--- config.mk ---
export PLATFORM = sky130hd
export DESIGN_NAME = wrr_n_arb_flat
export DESIGN_NICKNAME = d
export VERILOG_FILES = /design/src/rtl/wrr_pkg.sv /design/src/rtl/wrr_n_arb_if.sv /design/src/rtl/rr_n_pick.sv /design/src/rtl/wrr_n_arb.sv /design/src/flat_wrapper.sv
export SDC_FILE = /design/constraint.sdc
export NUM_CORES = 1
export LEC_CHECK = 0
export ABC_AREA = 1
export CORE_UTILIZATION = 45
export DETAILED_ROUTE_END_ITERATION = 6
export DONT_BUFFER_PORTS = 1
export PLACE_DENSITY_LB_ADDON = 0.2
export REMOVE_ABC_BUFFERS = 1
export SETUP_SLACK_MARGIN = 0.4
export SLEW_MARGIN = 20
export SYNTH_ARGS = -nofsm -noshare
export SYNTH_HDL_FRONTEND = slang
export SYNTH_SLANG_ARGS = --single-unit
--- constraint.sdc ---
create_clock -name sys_clk -period 7.01 [get_ports sys_clk]
set_clock_uncertainty 0.05 [all_clocks]
set_input_delay 1.402 -clock sys_clk [delete_from_list [all_inputs] [get_ports sys_clk]]
set_output_delay 1.402 -clock sys_clk [all_outputs]
set_load 0.02 [all_outputs]
--- src/rtl/wrr_pkg.sv ---
// Shared constants for the weighted round-robin arbiter: FSM encoding and
// parameter limits used by the interface, picker and top.
package wrr_pkg;

    localparam int N_MAX            = 16;
    localparam int WEIGHT_W_DEFAULT = 4;

    localparam logic [0:0] ARB  = 1'b0;
    localparam logic [0:0] BUSY = 1'b1;

endpackage

--- src/rtl/wrr_n_arb_if.sv ---
// Request/grant/handshake bundle between the requesting channels (master)
// and the weighted round-robin arbiter (slave).
interface wrr_n_arb_if #(
    parameter int N        = 4,
    parameter int WEIGHT_W = wrr_pkg::WEIGHT_W_DEFAULT
);

    logic                  rr_ena;
    logic [N-1:0]          rr_req;
    logic [N*WEIGHT_W-1:0] cfg_weight;
    logic [N-1:0]          rr_result;
    logic                  rr_valid;
    logic                  rr_ready;
    logic                  rr_last;

    modport master (
        output rr_ena, rr_req, cfg_weight, rr_ready, rr_last,
        input  rr_result, rr_valid
    );

    modport slave (
        input  rr_ena, rr_req, cfg_weight, rr_ready, rr_last,
        output rr_result, rr_valid
    );

endinterface

--- src/rtl/rr_n_pick.sv ---
// Cyclic first-one search: returns the first requester after cur, wrapping
// modulo N, with cur itself considered last. Purely combinational.
module rr_n_pick #(
    parameter  int N     = 4,
    localparam int IDX_W = $clog2(N)
) (
    input  logic [N-1:0]     req,
    input  logic [IDX_W-1:0] cur,
    output logic [N-1:0]     pick
);

    logic [IDX_W-1:0] idx;
    logic             found;

    // NOTE: every output of a combinational block gets a default first so no latch is inferred.
    always_comb begin
        pick  = '0;
        found = 1'b0;
        idx   = '0;
        for (int k = 1; k <= N; k++) begin
            idx = IDX_W'((int'(cur) + k) % N);
            if (!found && req[idx]) begin
                pick[idx] = 1'b1;
                found     = 1'b1;
            end
        end
    end

endmodule

--- src/rtl/wrr_n_arb.sv ---
// Weighted round-robin packet arbiter: a granted channel keeps the grant for
// up to eff_weight packets, with back-to-back re-grant at packet end.
module wrr_n_arb
    import wrr_pkg::*;
#(
    parameter int N        = 4,
    parameter int WEIGHT_W = WEIGHT_W_DEFAULT
) (
    input  logic         sys_clk,
    input  logic         sys_rst,
    wrr_n_arb_if.slave   bus
);

    localparam int IDX_W = $clog2(N);

    logic [0:0]          state_q, state_d;
    logic [IDX_W-1:0]    cur_q, cur_d;
    logic [WEIGHT_W-1:0] credit_q, credit_d;
    logic [N-1:0]        result_q, result_d;

    logic [N-1:0]        rot_pick;
    logic [N-1:0]        cur_oh;
    logic [IDX_W-1:0]    rot_idx;
    logic [WEIGHT_W-1:0] rot_field;
    logic [WEIGHT_W-1:0] rot_weight;
    logic                stay;
    logic                others_req;
    logic                pkt_end;
    logic                grant_ok;

    rr_n_pick #(.N(N)) u_pick (
        .req  (bus.rr_req),
        .cur  (cur_q),
        .pick (rot_pick)
    );

    always_comb begin
        rot_idx = '0;
        for (int i = 0; i < N; i++) begin
            if (rot_pick[i]) rot_idx = IDX_W'(i);
        end
    end

    // A zero quota still lets the channel send one packet per turn.
    assign rot_field  = bus.cfg_weight[rot_idx*WEIGHT_W +: WEIGHT_W];
    assign rot_weight = (rot_field == '0) ? WEIGHT_W'(1) : rot_field;

    assign cur_oh     = N'(1) << cur_q;
    assign stay       = bus.rr_req[cur_q] && (credit_q != '0);
    assign others_req = |(bus.rr_req & ~cur_oh);
    assign pkt_end    = (state_q == BUSY) && bus.rr_ready && bus.rr_last;
    assign grant_ok   = bus.rr_ena &&
                        (((state_q == ARB) && (|bus.rr_req)) ||
                         (pkt_end && (others_req || stay)));

    always_comb begin
        state_d  = state_q;
        cur_d    = cur_q;
        credit_d = credit_q;
        result_d = result_q;
        if (grant_ok) begin
            state_d = BUSY;
            if (stay) begin
                result_d = cur_oh;
                credit_d = credit_q - 1'b1;
            end else begin
                result_d = rot_pick;
                cur_d    = rot_idx;
                credit_d = rot_weight - 1'b1;
            end
        end else if (pkt_end) begin
            state_d  = ARB;
            result_d = '0;
        end
    end

    // NOTE: sequential state uses non-blocking assignments so all registers update together at the edge.
    always_ff @(posedge sys_clk) begin
        // NOTE: every state register is reset here; cur starts at N-1 so channel 0 wins first.
        if (sys_rst) begin
            state_q  <= ARB;
            cur_q    <= IDX_W'(N - 1);
            credit_q <= '0;
            result_q <= '0;
        end else begin
            state_q  <= state_d;
            cur_q    <= cur_d;
            credit_q <= credit_d;
            result_q <= result_d;
        end
    end

    assign bus.rr_result = result_q;
    assign bus.rr_valid  = (state_q == BUSY);

endmodule

--- src/flat_wrapper.sv ---
// flat-port wrapper written by rule: the top's interface ports become plain ports
module wrr_n_arb_flat import wrr_pkg::*;
#(
    parameter int N        = 4,
    parameter int WEIGHT_W = WEIGHT_W_DEFAULT
)
  (sys_clk, sys_rst, bus_rr_ena, bus_rr_req, bus_cfg_weight, bus_rr_ready, bus_rr_last, bus_rr_result, bus_rr_valid);
  wrr_n_arb_if #(.N(N), .WEIGHT_W(WEIGHT_W)) bus_i ();
  input  logic sys_clk;
  input  logic sys_rst;
  input wire logic [$bits(bus_i.rr_ena)-1:0] bus_rr_ena;
  input wire logic [$bits(bus_i.rr_req)-1:0] bus_rr_req;
  input wire logic [$bits(bus_i.cfg_weight)-1:0] bus_cfg_weight;
  input wire logic [$bits(bus_i.rr_ready)-1:0] bus_rr_ready;
  input wire logic [$bits(bus_i.rr_last)-1:0] bus_rr_last;
  output wire logic [$bits(bus_i.rr_result)-1:0] bus_rr_result;
  output wire logic [$bits(bus_i.rr_valid)-1:0] bus_rr_valid;
  assign bus_i.rr_ena = bus_rr_ena;
  assign bus_i.rr_req = bus_rr_req;
  assign bus_i.cfg_weight = bus_cfg_weight;
  assign bus_i.rr_ready = bus_rr_ready;
  assign bus_i.rr_last = bus_rr_last;
  assign bus_rr_result = bus_i.rr_result;
  assign bus_rr_valid = bus_i.rr_valid;
  wrr_n_arb #(.N(N), .WEIGHT_W(WEIGHT_W)) u_core (.sys_clk(sys_clk), .sys_rst(sys_rst), .bus(bus_i));
endmodule
Yosys cells after proc, flatten, opt, wreduce, memory -nomap -nowiden
Index checks and enable logic that the tools add are counted.
{"block": "totals", "elab_cells": 87, "output_inout_bits": 5, "regBits": 11, "latchBits": 0, "ramBits": 0, "rom_bits": 0, "input_bits": 25, "n_memories": 0}
{"block": "op_classes", "mux": 35, "n_eq_ne": 0, "shift": 2, "div": 0, "bitwise": 7, "magnitude_cmp": 9, "mul": 0, "reduce_logical": 24, "add_sub_neg": 6}
{"cell": "$mux W4", "count": 9}
{"cell": "$shiftx A16 B5 Y4", "count": 1}
{"cell": "$lt A2 B3 Y1 const B", "count": 5}
{"cell": "$mux W1", "count": 15}
{"cell": "$logic_and A1 B1 Y1", "count": 13}
{"cell": "$or A4 B4 Y4", "count": 3}
{"cell": "$bmux W1 S2", "count": 5}
{"cell": "$demux W1 S2", "count": 4}
{"cell": "$ge A2 B1 Y1 const B", "count": 4}
{"cell": "$reduce_or A4 Y1", "count": 2}
{"cell": "$sub A4 B1 Y4 const B", "count": 2}
{"cell": "$add A2 B1 Y2 const B", "count": 2}
{"cell": "$add A2 B2 Y2 const B", "count": 2}
{"cell": "$and A4 B4 Y4", "count": 1}
{"cell": "$logic_not A4 Y1", "count": 1}
{"cell": "$mux W2", "count": 2}
{"cell": "$not A4 Y4", "count": 1}
{"cell": "$reduce_bool A4 Y1", "count": 1}
{"cell": "$shl A1 B2 Y4 const A", "count": 1}
{"cell": "$logic_not A1 Y1", "count": 3}
{"cell": "$logic_or A1 B1 Y1", "count": 2}
{"cell": "$not A1 Y1", "count": 2}
{"cell": "$reduce_and A2 Y1", "count": 1}
{"cell": "$reduce_bool A2 Y1", "count": 1}

Depth between registers and ports, before layout
Gate-level depths: netlist of the first run.
{"block": "logic_depth", "word_depth": 21, "depth_mapped": 23, "mapped_depth_nobuf": 23}

Modules after synthesis
From an unflattened synthesis of the first run, not the netlist that was laid out.
{"block": "hier_totals", "hier_cells": 239, "area_unflattened_um2": 1305.0}
{"mod": "wrr_n_arb", "n_inst": 1, "area_per_inst_um2": 883.3, "cells_per_inst": 164}
{"mod": "rr_n_pick", "n_inst": 1, "area_per_inst_um2": 421.7, "cells_per_inst": 75}

Worst setup path after synthesis of the first run
Ideal clock, no wire load.
{"block": "synth_timing", "path_type": "input to register", "startpoint": "input port bus_rr_req[1]", "endpoint": "register u_core.credit_q[2]", "setup_ps": 74, "arrival_time_ps": 3116, "stages": 18, "path_buffers": 0, "slack_ps": 3770, "required_ps": 6886, "cell_sequence": "nand2_1 nand3_1 nand2_1 nand2_2 inv_4 nand3_1 nand2_4 nor2_8 nand2_4 nor2_1 nand2_1 a21oi_1 nand2_1 nand2_2 inv_1 ha_1 or2_1 a31oi_1"}
{"block": "synth_between", "elab_chain_cells": 20}
{"element": "start, declared", "line": "flat_wrapper.sv:12", "rtl": "input wire logic [$bits(bus_i.rr_req)-1:0] bus_rr_req;"}
{"element": "$bmux W1 S2", "line": "rr_n_pick.sv:22", "rtl": "if (!found && req[idx]) begin"}
{"element": "$mux W1 (implied by the code)", "line": "rr_n_pick.sv:22"}
{"element": "$mux W1", "line": "rr_n_pick.sv:22"}
{"element": "$logic_not A1 Y1", "line": "rr_n_pick.sv:22"}
{"element": "$logic_and A1 B1 Y1", "line": "rr_n_pick.sv:22"}
{"element": "$mux W1", "line": "rr_n_pick.sv:22"}
{"element": "$logic_not A1 Y1", "line": "rr_n_pick.sv:22"}
{"element": "$logic_and A1 B1 Y1", "line": "rr_n_pick.sv:22"}
{"element": "[... 3 more ...]"}
{"element": "$mux W4", "line": "rr_n_pick.sv:22"}
{"element": "$mux W1", "line": "wrr_n_arb.sv:40", "rtl": "if (rot_pick[i]) rot_idx = IDX_W'(i);"}
{"element": "$mux W2 (2 in series)", "line": "wrr_n_arb.sv:40"}
{"element": "$shiftx A16 B5 Y4", "line": "wrr_n_arb.sv:45", "rtl": "assign rot_field = bus.cfg_weight[rot_idx*WEIGHT_W +: WEIGHT_W];"}
{"element": "$logic_not A4 Y1", "line": "wrr_n_arb.sv:46", "rtl": "assign rot_weight = (rot_field == '0) ? WEIGHT_W'(1) : rot_field;"}
{"element": "$mux W4", "line": "wrr_n_arb.sv:46"}
{"element": "$sub A4 B1 Y4", "line": "wrr_n_arb.sv:69", "rtl": "credit_d = rot_weight - 1'b1;"}
{"element": "$mux W4", "line": "wrr_n_arb.sv:63", "rtl": "if (stay) begin"}
{"element": "end signal, assigned", "line": "wrr_n_arb.sv:88", "rtl": "credit_q <= credit_d;"}
{"element": "end, declared", "line": "wrr_n_arb.sv:18", "rtl": "logic [WEIGHT_W-1:0] credit_q, credit_d;"}
Several ways; a longest one is shown, not always the timed one. The select of a mux whose other input is x is not followed.
A chain may end at the register's enable or synchronous reset.

Final worst setup path of the first run
{"block": "layout_timing", "startpoint": "input port bus_rr_req[0]", "endpoint": "register u_core.credit_q[2]"}
The elaborated chain is that of the path after synthesis.

==> impl_metrics.csv, run 1 <==
group,metric,value,unit
floorplan,core_region_area,2780,um^2
pwr,ir_worst_vdd,0.300,mV
logic_synthesis,synth_cell_types,34,
cells_and_area,num_antenna_cells,0,
job,cap_violations,0,
worst_setup_path,r2r_cells,23,
timing,rsz0062_at_grt,"no",
worst_setup_path,crit_fanout,5,
worst_setup_path,worstSetupStartpoint,"bus_rr_req[0]",
cells_and_area,layout_commonest_cell,"nand2_1",
floorplan,start_util,0.480,
outcome,outcome,"finished clean",
global_route,grtUsageTotal,0.200,
timing,hold_viol_final,0,
clock_tree,h-tree-depth,1,
cells_and_area,design_area,1390,um^2
logic_synthesis,yosysWarnings,0,
worst_setup_path,critical_path_required,7.17,ns
clock_tree,cts_buffers,3,
logic_synthesis,ys_ff_latch,11,
timing,min_period,3.23,ns
clock_tree,clkSlewWorstSetupHoldPaths,0.08,ns
worst_setup_path,r2r_slack,3.84,ns
placement,placed_area,1360,um^2
clock_tree,insertion_delay,0.28,ns
logic_synthesis,ys_seq_area_frac,0.165,
cells_and_area,fillerInstances,286,
drt,viasPerCell,5.13,
timing,slew_headroom,0.720,
timing,drv_slew,0,
floorplan,rows,19,
worst_setup_path,path_class,"input pin to register",
drt,drt_pass1_iterations,4,
cells_and_area,areaGrowthSynthToFinish,3.94,%
timing,worst_slew_pin_slew,0.419,ns
logic_synthesis,avgSynthCellArea,6.12,um^2
timing,tns,0,ns
floorplan,die_height,56.5,um
cells_and_area,final_cell_mix,"nand2_1 (62), inv_1 (30), nand3_1 (17)",
placement,globalplace.congestion,0.853,
placement,hpwl,2.37,mm
worst_setup_path,crit_path_start_kind,"input pin",
worst_setup_path,endpoint,"u_core.credit_q[2]",
cells_and_area,nNetsFinal,254,
pwr,power_density,443,nW/um^2
floorplan,dieWidth,56.5,um
global_route,antenna_found_initial,0,
drt,wire_per_inst,11.7,um
floorplan,dieArea,3190,um^2
global_route,grt_max_degree,12,
placement,place.port_buffers,0,
logic_synthesis,netlist_instances,218,
pwr,p_total,0.000615,W
floorplan,boundaryPins,30,
global_route,grt_overflow,0,
clock_tree,cts_setup_buffers,0,
clock_tree,cts_tree,"done",
drt,drt_iter0_markers,53,
worst_setup_path,r2r_start,"u_core.cur_q[0]",
timing,post-route-period-util,0.460,
worst_setup_path,r2r-end,"u_core.credit_q[2]",
drt,wirelength,2.95,mm
global_route,grt_pass1_wl,5.13,mm
clock_tree,cts_sinks,11,
clock_tree,cts_resized,0,
cells_and_area,layout-drive-gt1-share,0.168,
drt,drc,0,
timing,setup_violations,0,
logic_synthesis,synth_area,1340,um^2
drt,ant_nets,0,
clock_tree,clk_path_buf_depth,2,
pwr,leakagePower,0.750,nW
clock_tree,cts_root_buffer,"clkbuf_4",
worst_setup_path,endpoint_kind,"register",
clock_tree,cts_hold_buf,0,
worst_hold_path,hp-class,"register to register",
global_route,grt_pass1_vias,1225,
drt,vias,1288,
worst_setup_path,critPathArrivalTime,3.39,ns
timing,fmax,310,MHz
area by class of cell:
cell class	instances	area, um^2	share of cell area
sequential	11	220	0.159
clock buffer	4	26.3	0.0189
inverter	37	145	0.105
tap	31	38.8	0.0280
multi-input combinational	168	957	0.690
flip-flops by register name, indices dropped and copies added (netlist names):
signal,cells
u_core.credit_q,4
u_core.bus.rr_result,4
u_core.bus.rr_valid,1
u_core.cur_q,2
through the flow:
step | hold WS (ns) | cells | utilization | worst slack, ns
after detailed placement | 0.483 | 247 | 0.489 | 3.52
after floorplan | 0.454 | 216 | - | 3.77
after global routing | 0.512 | 251 | 0.499 | 3.49
final | 0.492 | 251 | 0.499 | 3.78
after CTS | 0.495 | 251 | 0.499 | 3.81
after global placement | 0.475 | 247 | 0.489 | 3.53
where the power goes:
part,switching [W],total [W],internal (W)
combinational,0.000305,0.000469,0.000164
sequential,0.0000224,0.000101,0.0000789
clock,0.0000224,0.0000445,0.0000221
total,0.000349,0.000615,0.000265
worst max-delay path, cell delays in order:
cell,delay [ns]
inv_1,0.06
nand2_1,0.05
nand3_1,0.11
nand2_2,0.12
nor2_4,0.15
nand2_4,0.08
inv_2,0.07
nand2_2,0.05
nand2_2,0.13
nand2_4,0.09
nand2_4,0.09
nand2_1,0.05
nand2_1,0.06
nand2_1,0.07
nor2_1,0.10
nand2_1,0.06
nand2_2,0.08
inv_1,0.04
ha_1,0.18
or2_1,0.22
a31oi_1,0.12
cells by family after synthesis:
kind of cell / after synthesis / synth area share
DFF: 11 / 0.165
AOI/OAI and AO/OA: 31 / 0.131
and+or+nand+nor: 129 / 0.511
buffers and inverters: 39 / 0.118
adders and majority gates: 8 / 0.0750
worst min path at each step:
stage	cells after the start	from	endpoint	slack, ns
2_1_floorplan	2	u_core.credit_q[1]	u_core.credit_q[1]	0.45
3_3_place_gp	2	u_core.credit_q[1]	u_core.credit_q[1]	0.48
3_5_place_dp	2	u_core.credit_q[2]	u_core.credit_q[2]	0.48
5_1_grt	2	u_core.credit_q[1]	u_core.credit_q[1]	0.51
6_report	2	u_core.credit_q[1]	u_core.credit_q[1]	0.49
4_1_cts	2	u_core.credit_q[1]	u_core.credit_q[1]	0.49
cells in the mapped netlist:
cell type / number / area (um^2)
nor2_2: 1 / 6.26
dfxtp_1: 11 / 220
ha_1: 8 / 100
a31oi_1: 3 / 18.8
o21bai_1: 1 / 7.51
inv_1: 30 / 113
nand2_1: 62 / 233
buf_4: 1 / 7.51
or2_1: 1 / 6.26
nand3b_1: 2 / 15.0
nand4_1: 1 / 6.26
nor2_4: 2 / 22.5
a32oi_1: 1 / 8.76
nand3_2: 4 / 40.0
and3_1: 1 / 6.26
clkinv_2: 1 / 5.00
inv_2: 3 / 11.3
o211ai_1: 1 / 7.51
nor2_1: 15 / 56.3
o31ai_1: 1 / 7.51
nor3_1: 1 / 5.00
nand3_1: 17 / 85.1
a21boi_0: 1 / 7.51
a21oi_1: 9 / 45.0
nor2_8: 2 / 40.0
nand2_4: 7 / 78.8
buf_2: 1 / 5.00
inv_4: 2 / 12.5
o21ai_1: 1 / 5.00
clkinv_1: 1 / 3.75
nor4_1: 1 / 6.26
nand2_2: 12 / 75.1
o21ai_0: 11 / 55.1
o22ai_1: 2 / 12.5
per-layer routing:
metal / up-vias / GRT usage / part of all wire
met1: 555 / 0.279 / 0.51
met3: 7 / 0.0346 / 0.048
met5: - / 0 / 0
met2: 32 / 0.294 / 0.42
li1: 694 / - / -
met4: 0 / 0.0976 / 0.022
No activity file was read; power rests on OpenSTA's default activity.
==> run 2: changes to the inputs <==
- clock period: 7.01 -> 3.2 ns (I/O delays scaled with it)
==> run 2 against run 1 <==
Compared with the run above:
- sequential power is 120% higher
- die area stayed put
- final cell count rose by 3.6%
- clock power is 110% higher
- hold slack lost 0.11 ns
- critical path type is now register to register
- largest cell class unchanged
- largest power group unchanged
==> impl_metrics.csv, run 2 (synthesized netlist as in run 1, its figures left out) <==
group,metric,value,unit
clock_tree,cts_root_buffer,"clkbuf_4",
global_route,grt_max_degree,12,
worst_setup_path,path_class,"register to register",
floorplan,start_util,0.480,
drt,drt_iter0_markers,56,
worst_setup_path,critPathArrivalTime,2.84,ns
pwr,pwr-share-comb,0.806,
worst_hold_path,hp-class,"input pin to register",
worst_setup_path,critical_path_required,3.35,ns
pwr,power.sequential.fraction,0.136,
clock_tree,cts_tree,"done",
cells_and_area,layout_commonest_cell,"nand2_1",
timing,hold_viol_final,0,
clock_tree,h-tree-depth,1,
cells_and_area,fillerInstances,258,
floorplan,rows,19,
worst_setup_path,path_cells,"inv_8 -> ha_4 -> inv_4 -> nand3_4 -> nand2_8 -> nand2_2 -> inv_4 -> nand3_1 -> nand2_4 -> nor2_8 -> nand2_4 -> nor2_1 -> nand2_1 -> a21oi_1 -> nand2_1 -> nand2_2 -> inv_2 -> ha_2 -> or2_1 -> a31oi_1",
clock_tree,insertion_delay,0.27,ns
pwr,p_sw,0.000888,W
worst_setup_path,cp_top_family,"simple AND/OR/NAND/NOR gates",
drt,vias,1357,
timing,drv_slew,0,
drt,wirelength,3.28,mm
drt,met2_length,1.53,mm
clock_tree,cts_buffers,3,
drt,drt_pass1_iterations,4,
clock_tree,cts_sinks,11,
worst_setup_path,slowest_stage,"dfxtp_4",
worst_setup_path,endpoint_kind,"register",
cells_and_area,nNetsFinal,263,
pwr,p_total,0.00162,W
global_route,grtUsageTotal,0.207,
cells_and_area,seqCellArea,228,um^2
placement,place.port_buffers,0,
placement,globalplace.congestion,0.820,
worst_setup_path,crit_fanout,11,
timing,min_period,2.69,ns
drt,wl_met1,1.56,mm
timing,tns,0,ns
cells_and_area,final_cell_mix,"nand2_1 (56), inv_1 (27), nand2_2 (13), nand3_1 (13), nor2_1 (13)",
global_route,grt_overflow,0,
floorplan,die_height,56.5,um
timing,hold_slack,0.380,ns
cells_and_area,num_antenna_cells,0,
drt,ant_nets,0,
pwr,p_clk_frac,0.058,
pwr,leakagePower,0.816,nW
clock_tree,cts_hold_buf,0,
global_route,grt_pass1_wl,5.30,mm
drt,viasPerCell,5.22,
drt,wl_met3,165,um
timing,rsz0062_at_grt,"yes",
cells_and_area,layout-drive-gt1-share,0.288,
job,cap_violations,0,
outcome,outcome,"finished clean",
global_route,antenna_found_initial,0,
worst_setup_path,crit_path_start_kind,"register",
floorplan,dieArea,3190,um^2
floorplan,core_region_area,2780,um^2
pwr,power_density,1020,nW/um^2
worst_setup_path,crit_buf_inv,4,
global_route,grt_pass1_vias,1220,
clock_tree,clk_path_buf_depth,2,
cells_and_area,multi_input_area,1080,um^2
drt,routed.top_layer,"met4",
pwr,p_sw_frac,0.547,
placement,pre_cts_ws,0.269,ns
timing,setup_slack,0.507,ns
drt,wire_per_inst,12.6,um
pwr,p_int,0.000735,W
timing,fmax,371,MHz
cells_and_area,final_util,0.575,
floorplan,boundaryPins,30,
clock_tree,clkSlewWorstSetupHoldPaths,0.07,ns
timing,post-route-period-util,0.842,
timing,worst_slew_pin_slew,0.312,ns
drt,drc,0,
timing,slew_headroom,0.792,
floorplan,dieWidth,56.5,um
pwr,ir_worst_vdd,0.734,mV
cells_and_area,areaGrowthSynthToFinish,19.8,%
placement,hpwl,2.42,mm
timing,setup_violations,0,
worst_setup_path,max_stage_delay,0.38,ns
## run 2: cell count changes in the layout (fill, tap and decap cells not counted), moves of 2 or more
cell / before / now
dfxtp_4: 0 / 2
inv_1: 30 / 27
nand2_1: 62 / 56
buf_4: 0 / 9
inv_4: 2 / 5
ha_1: 8 / 6
dfxtp_1: 11 / 9
nor2_4: 2 / 4
nand3_4: 0 / 3
nand2_4: 7 / 11
nor2_1: 15 / 13
nand3_1: 17 / 13
## run 2: routing by layer
metal | global-route usage | up-vias
li1 | - | 715
met1 | 0.299 | 597
met2 | 0.313 | 41
met3 | 0.0161 | 4
met4 | 0.0871 | 0
met5 | 0 | -
## run 2: repair_timing
item                                    in CTS  in global routing
pin swaps                                    0                 18
resized for setup                            4                 35
endpoints found under the setup margin       2                  2
buffers inserted                             0                  7
## run 2: area by class of cell
cell class                      instances  share of cell area
Sequential cell                        11               0.142
Timing Repair Buffer                    9              0.0423
Multi-Input combinational cell        168               0.674
Tap cell                               31              0.0243
Clock buffer                            4              0.0164
Inverter                               37               0.100
## run 2: final timing paths
check | slack, ns | from | cells past startpoint | end
worst min-delay path | 0.38 | sys_rst | 1 | u_core.bus.rr_valid
worst max-delay path | 0.51 | u_core.cur_q[0] | 20 | u_core.credit_q[2]
worst min register to register | 0.49 | u_core.credit_q[3] | 2 | u_core.credit_q[3]
worst max register to register | 0.51 | u_core.cur_q[0] | 20 | u_core.credit_q[2]
## run 2: power groups by stage
stage | Sequential (W) | Combinational (W) | Clock (W)
floorplan | 0.000217 | 0.000856 | 0
global placement | 0.000217 | 0.00105 | 0
detailed placement | 0.000218 | 0.00104 | 0
CTS | 0.000217 | 0.00106 | 0.0000983
global route | 0.000227 | 0.00145 | 0.000106
finish | 0.000221 | 0.00131 | 0.0000935
## run 2: metrics by stage
step,cell area (um^2),instances
2_1_floorplan,1320,216
3_3_place_gp,1380,249
3_5_place_dp,1380,249
4_1_cts,1420,253
5_1_grt,1600,260
6_report,1600,260
